### config.mk
export PLATFORM = sky130hd
export DESIGN_NAME = serial_frame_tx
export DESIGN_NICKNAME = d
export VERILOG_FILES = /design/src/rtl/serial_tx_pkg.sv /design/src/rtl/tx_shift_reg.sv /design/src/rtl/serial_frame_tx.sv
export SDC_FILE = /design/constraint.sdc
export NUM_CORES = 1
export LEC_CHECK = 0
export CAP_MARGIN = 20
export CORE_MARGIN = 1.5
export CORE_UTILIZATION = 51
export CTS_CLUSTER_DIAMETER = 80
export DETAILED_ROUTE_END_ITERATION = 10
export PLACE_DENSITY = 0.82
export SETUP_SLACK_MARGIN = 0.4
export SYNTH_ARGS = -nofsm -noshare
export SYNTH_HDL_FRONTEND = slang
export SYNTH_SLANG_ARGS = --single-unit
### constraint.sdc
create_clock -name Clk -period 2 [get_ports Clk]
set_input_delay 0.5 -clock Clk [delete_from_list [all_inputs] [get_ports Clk]]
set_output_delay 0.5 -clock Clk [all_outputs]
set_load 0.03 [all_outputs]
### src/rtl/serial_tx_pkg.sv
// serial_tx_pkg: shared state encoding, link defaults and parity helper for the serial link
package serial_tx_pkg;
  typedef enum logic [1:0] {IDLE, PRE, DATA, PAR} tx_state_t;
  localparam int PRE_W_DEF = 4;
  localparam logic [PRE_W_DEF-1:0] PREAMBLE_DEF = 4'b1101;
  localparam int DATA_W_DEF = 8;
  localparam logic IDLE_LVL_DEF = 1'b0;
  function automatic logic even_parity(input logic [DATA_W_DEF-1:0] d);
    return ^d;
  endfunction
endpackage

### src/rtl/tx_shift_reg.sv
// tx_shift_reg: parallel-load, shift-left register exposing its MSB, with sync clear
module tx_shift_reg #(
  parameter int W = 8
) (
  input  logic         clk_i,
  input  logic         clr_i,
  input  logic         load_i,
  input  logic         shift_i,
  input  logic [W-1:0] d_i,
  output logic         msb_o
);
  logic [W-1:0] sr_q;
  always_ff @(posedge clk_i)
    if (clr_i) sr_q <= '0;
    else if (load_i) sr_q <= d_i;
    else if (shift_i) sr_q <= {sr_q[W-2:0], 1'b0};
  assign msb_o = sr_q[W-1];
endmodule

### src/rtl/serial_frame_tx.sv
// serial_frame_tx: sends preamble, payload and even parity on one registered wire per accepted word
module serial_frame_tx
  import serial_tx_pkg::*;
#(
  parameter int                 PRE_W    = PRE_W_DEF,
  parameter logic [PRE_W-1:0]   PREAMBLE = PREAMBLE_DEF,
  parameter int                 DATA_W   = DATA_W_DEF,
  parameter logic               IDLE_LVL = IDLE_LVL_DEF
) (
  input  logic              Clk,
  input  logic              Rst,
  input  logic              Valid,
  input  logic [DATA_W-1:0] Din,
  output logic              Ready,
  output logic              Sout,
  output logic              Busy,
  output logic              Done
);
  localparam int CNT_W = $clog2(PRE_W > DATA_W ? PRE_W : DATA_W);
  tx_state_t state_q, state_d;
  logic [CNT_W-1:0] cnt_q, cnt_d;
  logic sout_q, sout_d, par_q, accept, shift, msb;
  assign Ready  = !Rst && (state_q == IDLE || state_q == PAR);
  assign accept = Valid && Ready;
  assign Busy   = state_q != IDLE;
  assign Done   = state_q == PAR;
  assign Sout   = sout_q;
  // sout_d is the bit for the coming cycle, so the shifter advances as its MSB is registered
  always_comb begin
    state_d = state_q;
    cnt_d   = cnt_q;
    sout_d  = IDLE_LVL;
    shift   = 1'b0;
    case (state_q)
      IDLE, PAR:
        if (accept) begin
          state_d = PRE;
          cnt_d   = CNT_W'(PRE_W - 1);
          sout_d  = PREAMBLE[PRE_W-1];
        end else begin
          state_d = IDLE;
          cnt_d   = '0;
        end
      PRE:
        if (cnt_q == '0) begin
          state_d = DATA;
          cnt_d   = CNT_W'(DATA_W - 1);
          sout_d  = msb;
          shift   = 1'b1;
        end else begin
          cnt_d  = cnt_q - 1'b1;
          sout_d = 1'(PREAMBLE >> (cnt_q - 1'b1));
        end
      DATA:
        if (cnt_q == '0) begin
          state_d = PAR;
          sout_d  = par_q;
        end else begin
          cnt_d  = cnt_q - 1'b1;
          sout_d = msb;
          shift  = 1'b1;
        end
      default: state_d = IDLE;
    endcase
  end
  always_ff @(posedge Clk)
    if (Rst) begin
      state_q <= IDLE;
      cnt_q   <= '0;
      sout_q  <= IDLE_LVL;
      par_q   <= 1'b0;
    end else begin
      state_q <= state_d;
      cnt_q   <= cnt_d;
      sout_q  <= sout_d;
      if (accept) par_q <= even_parity(Din);
    end
  tx_shift_reg #(.W(DATA_W)) u_shreg (
    .clk_i  (Clk),
    .clr_i  (Rst),
    .load_i (accept),
    .shift_i(shift),
    .d_i    (Din),
    .msb_o  (msb)
  );
endmodule
==> flow_summary_export.csv, run 1 <==
group,metric,value,unit
status,status,"finished, final reports clean",
floorplanning,coreArea,1730,um^2
clock_network,cts_root_buf,"clkbuf_4",
power_and_ir_drop,peakVddDrop,1.06,mV
critical_path,cp_max_fo,3,
critical_path,cp.required,1.50,ns
synth,synthTopCellsByArea,"dfxtp_1 32%, mux2i_1 9.6%, a211oi_2 9.3%",
global_route,grt_usage,20.7,%
critical_path,slowest_delay,0.35,ns
power_and_ir_drop,leakage,0.000483,uW
clock_network,clock_path_buffers,2,
final_layout,final_nets,145,
routing,antenna_left,0,
sta,setup_viol,0,
final_layout,multi_input_area,661,um^2
routing,wire_per_inst,13.1,um
placement,io_buffer_count,14,
clock_network,cts_max_level,1,
sta,rsz0062_at_grt,"yes",
sta,skew,0.00733,ns
synth,async_flop_share,0,%
synth,synthTopCellsByCount,"15 x dfxtp_1, 15 x nor2_1, 9 x mux2i_1",
global_route,grt_pass1_wl,3.02,mm
routing,wl_met2,987,um
sta,drv_slew,0,
sta,fin_hold_ws,0.531,ns
final_layout,area_delta_synth_final,36.4,%
floorplanning,start_util,54.3,%
global_route,grt.overflow.total,0,
final_layout,fin_cells,151,
hold_path,hp-class,"register to register",
synth,yosys_warnings,0,
sta,fmax,605,MHz
routing,highest_layer,"met4",
sta,tns,0,ns
final_layout,drive_above_1_share,34.1,%
placement,place_hpwl,1.29,mm
critical_path,crit_buf_inv,2,
synth,synth_top_flop_cell,"dfxtp_1",
routing,vias,776,
critical_path,cp_top_family,"flip-flops",
synth,yosys.area.top_type_share,32.0,%
sta,max_slew_margin,75.1,%
placement,numPlacedInstances,138,
routing,m1WireLength,890,um
placement,gp_congestion,0.795,
synth,synth_largest_area_cell,"dfxtp_1",
final_layout,seqCellArea,303,um^2
clock_network,cts_tree,"yes",
final_layout,finalCoreUtilization,74.1,%
sta,fin_crit,1.65,ns
floorplanning,pin_count,15,
routing,vias_per_cell,5.14,
routing,dr_wl_met3,82,um
synth,seq_area_frac_synth,32.0,%
synth,syn_area,938,um^2
critical_path,crit_path_start_kind,"register",
sta,worst_pin_slew,0.370,ns
synth,syn-instance-count,100,
routing,drc,0,
floorplanning,die-area,2110,um^2
critical_path,worstSetupPathType,"register to output pin",
routing,totalWireLength,1.98,mm
run,max_cap_viol_count,0,
synth,yosysUniqueCellTypes,25,
critical_path,arrival,1.15,ns
critical_path,crit_chain,"inv_2 -> ha_4 -> nor2_4 -> buf_6",
synth,synth_fp_nets,118,
power_and_ir_drop,powerDensity,1320,nW/um^2
clock_network,clkSlewWorstSetupHoldPaths,0.09,ns
floorplanning,rows,15,
clock_network,clock_sinks,15,
floorplanning,die_w,45.9,um
global_route,grt_pass1_vias,706,
final_layout,fillerInstances,130,
routing,firstDrtPassIters,4,
critical_path,critPathSlowestCell,"dfxtp_2",
synth,postSynthAreaPerCell,9.38,um^2
final_layout,diodes,0,
routing,drt_iter0_drc,12,
sta,period_share,82.7,%
global_route,grt_max_degree,16,
clock_network,numCtsBuffers,3,
critical_path,end_kind,"output pin",
global_route,antenna_found_initial,0,
clock_network,insertion_delay,0.29,ns
floorplanning,die_y,45.9,um
sta,hold_viol_final,0,
synth,synth_edf_count,0,
synth,ys_ff_latch,15,
-- repair_timing --
item	in CTS	in global routing
cloned	1	0
setup endpoints to repair	14	11
setup buffers	5	3
gates resized for setup	21	19
hold buffers	0	0
pin swaps	4	7
-- per-layer routing --
metal  global-route usage, %  vias up
met2                    36.1       13
met1                    23.6      362
met5                       0        -
met4                    8.57        0
li1                        -      397
met3                    5.16        4
-- state kept, by name (all words and copies together), names as in the netlist --
register      cells
Sout              1
u_shreg.sr_q      8
state_q           2
cnt_q             3
par_q             1
-- final timing paths --
path	slack (ns)	end	startpoint	depth (start not counted)
max	0.35	Ready	state_q[0]$_SDFFE_PP0P_	4
min	0.53	par_q$_SDFFE_PP0P_	par_q$_SDFFE_PP0P_	2
max reg2reg	0.41	u_shreg.sr_q[5]$_SDFFE_PP0P_	state_q[1]$_SDFFE_PP0P_	7
min reg2reg	0.53	par_q$_SDFFE_PP0P_	par_q$_SDFFE_PP0P_	2
-- cell families after synthesis --
kind of cell | after synthesis | share of synthesized area, %
and+or+nand+nor | 29 | 15.5
AOI/OAI and AO/OA | 21 | 18.7
DFF | 15 | 32.0
buffers and inverters | 12 | 8.40
muxes | 9 | 9.60
xor gates and xnor gates | 7 | 6.53
adders and majority gates | 7 | 9.33
-- worst min-delay path, delay by kind of cell, from the launching register on --
family             cells  cell delay, ns
AOI/OAI and AO/OA      1            0.06
DFF                    1            0.35
and+or+nand+nor        1            0.09
-- through the flow --
stage               total power (uW)  area, um^2  setup WS, ns
detailed placement              1220        1100        0.0889
global route                    1790        1280         0.316
finish                          1680        1280         0.347
global placement                1200        1100         0.149
CTS                             1510        1190         0.342
floorplan                       1080         953         0.359
-- where the power goes --
group          switching [uW]  total, uW  internal [uW]
clock                    96.8        174           77.5
sequential               78.3        477            399
combinational             522       1030            510
total                     697       1680            987
-- cells in the final DEF (no fill, tap or decap), drive strengths merged, types with 3 or more instances in the layout --
cell,instances
nor2,15
dfxtp,15
buf,15
clkdlybuf4s50,9
mux2i,9
xnor2,7
a211oi,7
inv,7
ha,7
a21oi,5
nand2b,4
clkbuf,4
nand2,3
nand3b,3
o21ai,3
-- final cells by class --
cell class              instances  area share [%]
well taps                      25            2.44
inverters                       7            2.05
clock buffers                   4            2.05
multi-input cells              74            51.6
flip-flops and latches         15            23.7
repair buffers                 26            18.2
(Power assumes the default switching activity.)
==> run 2: changes to the inputs <==
CORE_UTILIZATION = 46   (was 51)
PLACE_DENSITY = 0.78   (was 0.82)
clock period = 1.5 ns   (was 2 ns; I/O delays follow)
==> run 2 against run 1 <==
Routed wire length increased by 43%. Worst setup slack got worse by 0.50 ns. Clock power increased by 51%. Count of clock-buffer cells in the layout decreased by 1. Non-clock buffer count increased by 12. Highest routed layer unchanged. Sequential share of layout area decreased by 3.4 points. The run now ends with setup timing left. Largest cell class unchanged. Via count increased by 14%. Utilization increased by 3.6 points.
==> flow_summary_export.csv, run 2 (synthesis gave the netlist of run 1 again) <==
group,metric,value,unit
placement,dp_slack,-0.255,ns
status,violations,"setup timing",
clock_network,cts_root_buf,"clkbuf_4",
hold_path,holdPathEnd,"par_q$_SDFFE_PP0P_",
final_layout,drive_above_1_share,53.6,%
final_layout,largest_register,"u_shreg.sr_q",
sta,worst_pin_slew,0.277,ns
sta,drv_slew,0,
critical_path,cp_max_fo,2,
global_route,grt_pass1_vias,878,
routing,vias_per_cell,5.38,
floorplanning,pin_count,15,
hold_path,holdPathStages,2,
routing,firstDrtPassIters,4,
power_and_ir_drop,peakVddDrop,1.71,mV
sta,hold_viol_final,0,
final_layout,fillerInstances,114,
clock_network,numCtsBuffers,3,
critical_path,crit_chain,"inv_2 -> ha_4 -> buf_6 -> nor2_4 -> buf_6",
floorplanning,die_w,48.2,um
hold_path,hp-class,"register to register",
placement,numPlacedInstances,151,
clock_network,clkSlewWorstSetupHoldPaths,0.11,ns
routing,drt_iter0_drc,24,
sta,fin_crit,1.66,ns
floorplanning,die-area,2320,um^2
global_route,grt_max_degree,20,
critical_path,slowest_delay,0.36,ns
placement,io_buffer_count,14,
critical_path,cp_common_cell,"buf_6",
clock_network,insertion_delay,0.31,ns
critical_path,critPathSlowestCell,"dfxtp_2",
sta,skew,0.00843,ns
routing,totalWireLength,2.84,mm
critical_path,r2r_end,"u_shreg.sr_q[0]$_SDFFE_PP0P_",
clock_network,cts_tree,"yes",
sta,rsz0062_at_grt,"yes",
final_layout,largest_reg_flops,8,
placement,place_hpwl,1.41,mm
run,max_cap_viol_count,0,
routing,drc,0,
routing,wire_per_inst,17.2,um
critical_path,reg2reg_slack,-0.10,ns
critical_path,worstSetupPathType,"register to output pin",
sta,period_share,110,%
final_layout,final_nets,157,
routing,antenna_left,0,
hold_path,hp-start,"par_q$_SDFFE_PP0P_",
critical_path,end_kind,"output pin",
final_layout,area_delta_synth_final,60.9,%
final_layout,top_regs,"u_shreg.sr_q (8), cnt_q (3), state_q (2)",
final_layout,finalCoreUtilization,77.8,%
critical_path,cp.required,1.12,ns
clock_network,clock_sinks,15,
global_route,grt_pass1_wl,4.12,mm
critical_path,r2r_cells,6,
critical_path,crit_path_start_kind,"register",
global_route,grt.overflow.total,0,
final_layout,diodes,0,
final_layout,final_common_cell,"buf_4",
floorplanning,rows,16,
status,status,"finished, violations left",
power_and_ir_drop,powerDensity,1930,nW/um^2
floorplanning,die_y,48.2,um
floorplanning,coreArea,1940,um^2
clock_network,cts_max_level,1,
clock_network,clock_path_buffers,2,
global_route,grt_usage,26.2,%
sta,tns,-0.741,ns
power_and_ir_drop,power,2910,uW
sta,max_slew_margin,81.5,%
final_layout,fin_cells,165,
power_and_ir_drop,leakage,0.000581,uW
critical_path,r2r_start,"state_q[0]$_SDFFE_PP0P_",
sta,fmax,604,MHz
critical_path,arrival,1.28,ns
floorplanning,start_util,48.3,%
routing,vias,887,
sta,setup_viol,14,
global_route,antenna_found_initial,0,
sta,fin_ws,-0.156,ns
placement,gp_congestion,0.721,
final_layout,mostFrequentLayoutCells,"15 x buf_4, 12 x buf_6, 11 x nor2_1, 10 x dfxtp_1, 10 x clkdlybuf4s50_1",
-- run 2: stage by stage --
step | cell area [um^2] | hold WS (ns)
global placement | 1200 | 0.470
CTS | 1430 | 0.502
finish | 1510 | 0.543
detailed placement | 1200 | 0.470
floorplan | 976 | 0.452
global route | 1510 | 0.575
-- run 2: critical path: cells and delay by family, from the launching register on --
| family | cells | cell delay (ns) |
|---|---|---|
| DFF | 1 | 0.36 |
| buffers and inverters | 3 | 0.31 |
| adders and majority gates | 1 | 0.24 |
| and+or+nand+nor | 1 | 0.07 |
-- run 2: cell type report --
type,instances,area [um^2],share of cell area [%]
multi-input combinational,74,753,49.9
clock buffer,3,22.5,1.49
clock inverter,1,5.00,0.331
tap,27,33.8,2.24
timing repair buffer,38,363,24.0
sequential,15,307,20.3
inverter,7,26.3,1.74
-- run 2: where the power goes --
part / switching [uW] / total [uW] / internal (uW)
logic: 960 / 2010 / 1050
clock network: 163 / 263 / 99.6
registers: 103 / 642 / 540
-- run 2: worst max path at each step --
stage                                  startpoint                      endpoint  slack, ns  depth (start not counted)
after global routing      state_q[0]$_SDFFE_PP0P_  u_shreg.sr_q[0]$_SDFFE_PP0P_      -0.17                          6
after CTS                 state_q[0]$_SDFFE_PP0P_                         Ready      -0.11                          5
after global placement                      Valid  u_shreg.sr_q[0]$_SDFFE_PP0P_      -0.22                          6
final                     state_q[0]$_SDFFE_PP0P_                         Ready      -0.16                          5
after floorplan           state_q[1]$_SDFFE_PP0P_            par_q$_SDFFE_PP0P_     -0.002                          7
after detailed placement                    Valid  u_shreg.sr_q[0]$_SDFFE_PP0P_      -0.26                          6
-- run 2: metal layers --
layer | vias up | global-route usage, % | routed length, um
met5 | - | 0 | 0
met4 | 0 | 10.8 | 44
met3 | 4 | 2.22 | 86
met2 | 22 | 45.3 | 1480
met1 | 436 | 33.4 | 1220
li1 | 425 | - | -
-- run 2: repair_timing --
action                     CTS  global route
hold buffers                 0             0
buffers inserted             7             2
pin swaps                   15             5
resized for setup           42            13
gates cloned                 1             0
setup endpoints to repair   19            19
==> run 3: changes to the inputs <==
--- a/config.mk
+++ b/config.mk
@@ -11,2 +11,3 @@
 export CTS_CLUSTER_DIAMETER = 80
+export CTS_CLUSTER_SIZE = 20
 export DETAILED_ROUTE_END_ITERATION = 10
@@ -16,2 +17,3 @@
 export SYNTH_HDL_FRONTEND = slang
+export SYNTH_HIERARCHICAL = 1
 export SYNTH_SLANG_ARGS = --single-unit
--- a/constraint.sdc
+++ b/constraint.sdc
@@ -3,2 +3,2 @@
 set_output_delay 0.375 -clock Clk [all_outputs]
-set_load 0.03 [all_outputs]
+set_load 0.1 [all_outputs]
==> run 3 against run 2 <==
Combinational power increased by 32%. Power up 22%. The run still ends with setup timing left. Die area is 1.5% lower. Non-clock buffer count rose by 4. Register-to-register slack worse by 0.09 ns. Utilization increased by 9.2 points. Critical endpoint is now u_shreg/sr_q[3]$_SDFFE_PP0P_. Critical path type is now register to register. Fmax shrank 2.2%. Global-route usage increased by 1.3 points.
==> flow_summary_export.csv, run 3 <==
group,metric,value,unit
global_route,grt_usage,27.5,%
power_and_ir_drop,comb_power_share,74.6,%
synth,syn_area,923,um^2
final_layout,diodes,0,
synth,synth_edf_count,0,
sta,fin_crit,1.69,ns
final_layout,final_nets,166,
final_layout,area_delta_synth_final,81.0,%
synth,synth_largest_area_cell,"dfxtp_1",
floorplanning,die-area,2290,um^2
sta,period_share,113,%
placement,gp_congestion,0.827,
placement,place_area,1280,um^2
synth,synth_most_common_cell,"dfxtp_1",
final_layout,drive_above_1_share,60.5,%
global_route,antenna_found_initial,0,
synth,synthTopCellsByCount,"15 x dfxtp_1, 9 x inv_1, 9 x nor2_1",
clock_network,numCtsBuffers,3,
global_route,grt_pass1_wl,4.33,mm
synth,syn-instance-count,104,
critical_path,cp.required,1.70,ns
routing,drt_iter0_drc,38,
global_route,grt_pass1_vias,950,
floorplanning,rows,16,
critical_path,crit_buf_inv,3,
sta,fin_ws,-0.192,ns
synth,synth_top_flop_cell,"dfxtp_1",
clock_network,cts_max_level,1,
synth,postSynthAreaPerCell,8.88,um^2
floorplanning,die_y,47.8,um
synth,async_flop_share,0,%
routing,totalWireLength,3.61,mm
critical_path,cp_top_family,"simple AND/OR/NAND/NOR gates",
critical_path,slowest_delay,0.37,ns
routing,drc,0,
critical_path,r2r_cells,8,
routing,firstDrtPassIters,4,
clock_network,clock_path_buffers,2,
power_and_ir_drop,pwr-share-seq,17.8,%
clock_network,holdBufCountCts,0,
sta,fin_hold_ws,0.543,ns
sta,drv_slew,0,
power_and_ir_drop,pwr-share-clk,7.6,%
sta,worst_pin_slew,0.330,ns
synth,synthTopCellsByArea,"dfxtp_1 33%, ha_1 9.5%, mux2i_1 7.6%",
floorplanning,die_w,47.8,um
critical_path,crit_chain,"inv_2 -> ha_4 -> buf_4 -> nand2b_4 -> nor2_4 -> buf_6 -> nor2b_1 -> a211oi_1",
critical_path,startpoint,"state_q[1]$_SDFFE_PP0P_",
synth,seq_area_frac_synth,32.5,%
critical_path,critPathSlowestCell,"dfxtp_2",
power_and_ir_drop,swShare,46.8,%
status,violations,"setup timing",
routing,vias,1047,
clock_network,clock_sinks,15,
power_and_ir_drop,p_sw,1670,uW
synth,ys_ff_latch,15,
hold_path,holdPathStages,3,
critical_path,crit_path_start_kind,"register",
final_layout,top_regs,"u_shreg/sr_q (8), cnt_q (3), state_q (2)",
critical_path,worstSetupPathType,"register to register",
final_layout,postLayoutCellArea,1670,um^2
power_and_ir_drop,powerDensity,2130,nW/um^2
synth,synth_fp_nets,122,
floorplanning,start_util,48.0,%
run,max_cap_viol_count,0,
final_layout,fillerInstances,97,
routing,wire_per_inst,20.7,um
clock_network,cts_root_buf,"clkbuf_4",
final_layout,mostFrequentLayoutCells,"14 x buf_4, 12 x buf_6, 10 x dfxtp_1, 9 x dlygate4sd2_1",
placement,place_hpwl,1.59,mm
placement,io_buffer_count,14,
clock_network,clkSlewWorstSetupHoldPaths,0.11,ns
routing,vias_per_cell,6.02,
sta,max_slew_margin,78.0,%
critical_path,r2r_start,"state_q[1]$_SDFFE_PP0P_",
routing,antenna_left,0,
floorplanning,coreArea,1920,um^2
global_route,grt_max_degree,11,
sta,rsz0062_at_grt,"yes",
clock_network,cts_tree,"yes",
final_layout,finalCoreUtilization,87.0,%
synth,yosysUniqueCellTypes,25,
sta,hold_viol_final,0,
synth,yosys_warnings,6,
final_layout,largest_register,"u_shreg/sr_q",
power_and_ir_drop,peakVddDrop,1.91,mV
hold_path,hp-start,"Din[0]",
synth,yosys.area.top_type_share,32.5,%
sta,fmax,591,MHz
floorplanning,pin_count,15,
clock_network,insertion_delay,0.31,ns
global_route,grt.overflow.total,0,
critical_path,cp_max_fo,6,
final_layout,largest_reg_flops,8,
sta,setup_viol,15,
status,status,"finished, violations left",
power_and_ir_drop,leakage,0.000654,uW
sta,skew,0.00820,ns
critical_path,arrival,1.89,ns
critical_path,crit_cells,8,
hold_path,hp-class,"input pin to register",
critical_path,end_kind,"register",
power_and_ir_drop,p_int,1900,uW
final_layout,final_common_cell,"buf_4",
[run 3: cell types whose count changed after synthesis, sizes merged, moves of 2 or more]
cell	change
nand2b	-2
a21oi	+2
o21ai	+4
nand2	+2
mux2i	-2
inv	+2
nor2b	+8
buf	-3
nor2	-6
[run 3: final timing paths]
path | to | slack (ns)
max | u_shreg/sr_q[3]$_SDFFE_PP0P_ | -0.19
min | u_shreg/sr_q[0]$_SDFFE_PP0P_ | 0.54
max reg2reg | u_shreg/sr_q[3]$_SDFFE_PP0P_ | -0.19
min reg2reg | par_q$_SDFFE_PP0P_ | 0.57
[run 3: final cells by class]
class | instances | area [um^2] | share of cell area (%)
timing repair buffer | 42 | 449 | 26.9
clock inverter | 1 | 7.51 | 0.449
sequential | 15 | 309 | 18.5
tap | 27 | 33.8 | 2.02
multi-input combinational | 77 | 807 | 48.3
clock buffer | 3 | 22.5 | 1.35
inverter | 9 | 42.5 | 2.54
[run 3: what timing repair did]
item	CTS	global route
pin swaps	20	17
setup buffers	11	5
setup endpoints to repair	19	19
resized for setup	39	30
[run 3: kinds of logic after synthesis]
kind of cell    Yosys count  share of synthesized area [%]
compound gates           26                           18.8
xor+xnor                  7                           6.64
fa+ha+maj                 7                           9.48
buf+inv                  12                           6.50
flops                    15                           32.5
mux                       7                           7.59
simple gates             30                           18.4
[run 3: stage by stage]
stage          std cells  setup WS, ns  power, uW  setup TNS [ns]
4_1_cts              169       -0.0867       3020          -0.289
5_1_grt              174        -0.258       3690           -2.16
3_5_place_dp         154        -0.118       2340           -1.09
6_report             174        -0.192       3560           -1.37
3_3_place_gp         154        -0.124       2290          -0.973
2_1_floorplan        104       0.00764       1810               0
[run 3: metal layers]
| metal | wire [um] | GRT usage (%) | vias to the layer above |
|---|---|---|---|
| met5 | 0 | 0 | - |
| met3 | 200 | 4.15 | 21 |
| met2 | 1810 | 43.7 | 61 |
| li1 | - | - | 450 |
| met1 | 1410 | 35.2 | 515 |
| met4 | 183 | 15.7 | 0 |
[run 3: worst register-to-register path: cells and delay by family (launching register included)]
kind / cells / cell delay [ns]
AOI/OAI and AO/OA: 1 / 0.08
DFF: 1 / 0.37
adders and majority gates: 1 / 0.26
and+or+nand+nor: 3 / 0.52
buffers and inverters: 3 / 0.35
[run 3: power groups by stage]
stage	Sequential, uW	Clock, uW	Combinational [uW]
after floorplan	657	0	1150
after global placement	629	0	1660
after detailed placement	634	0	1710
after CTS	605	256	2160
after global routing	644	288	2760
final	634	270	2660
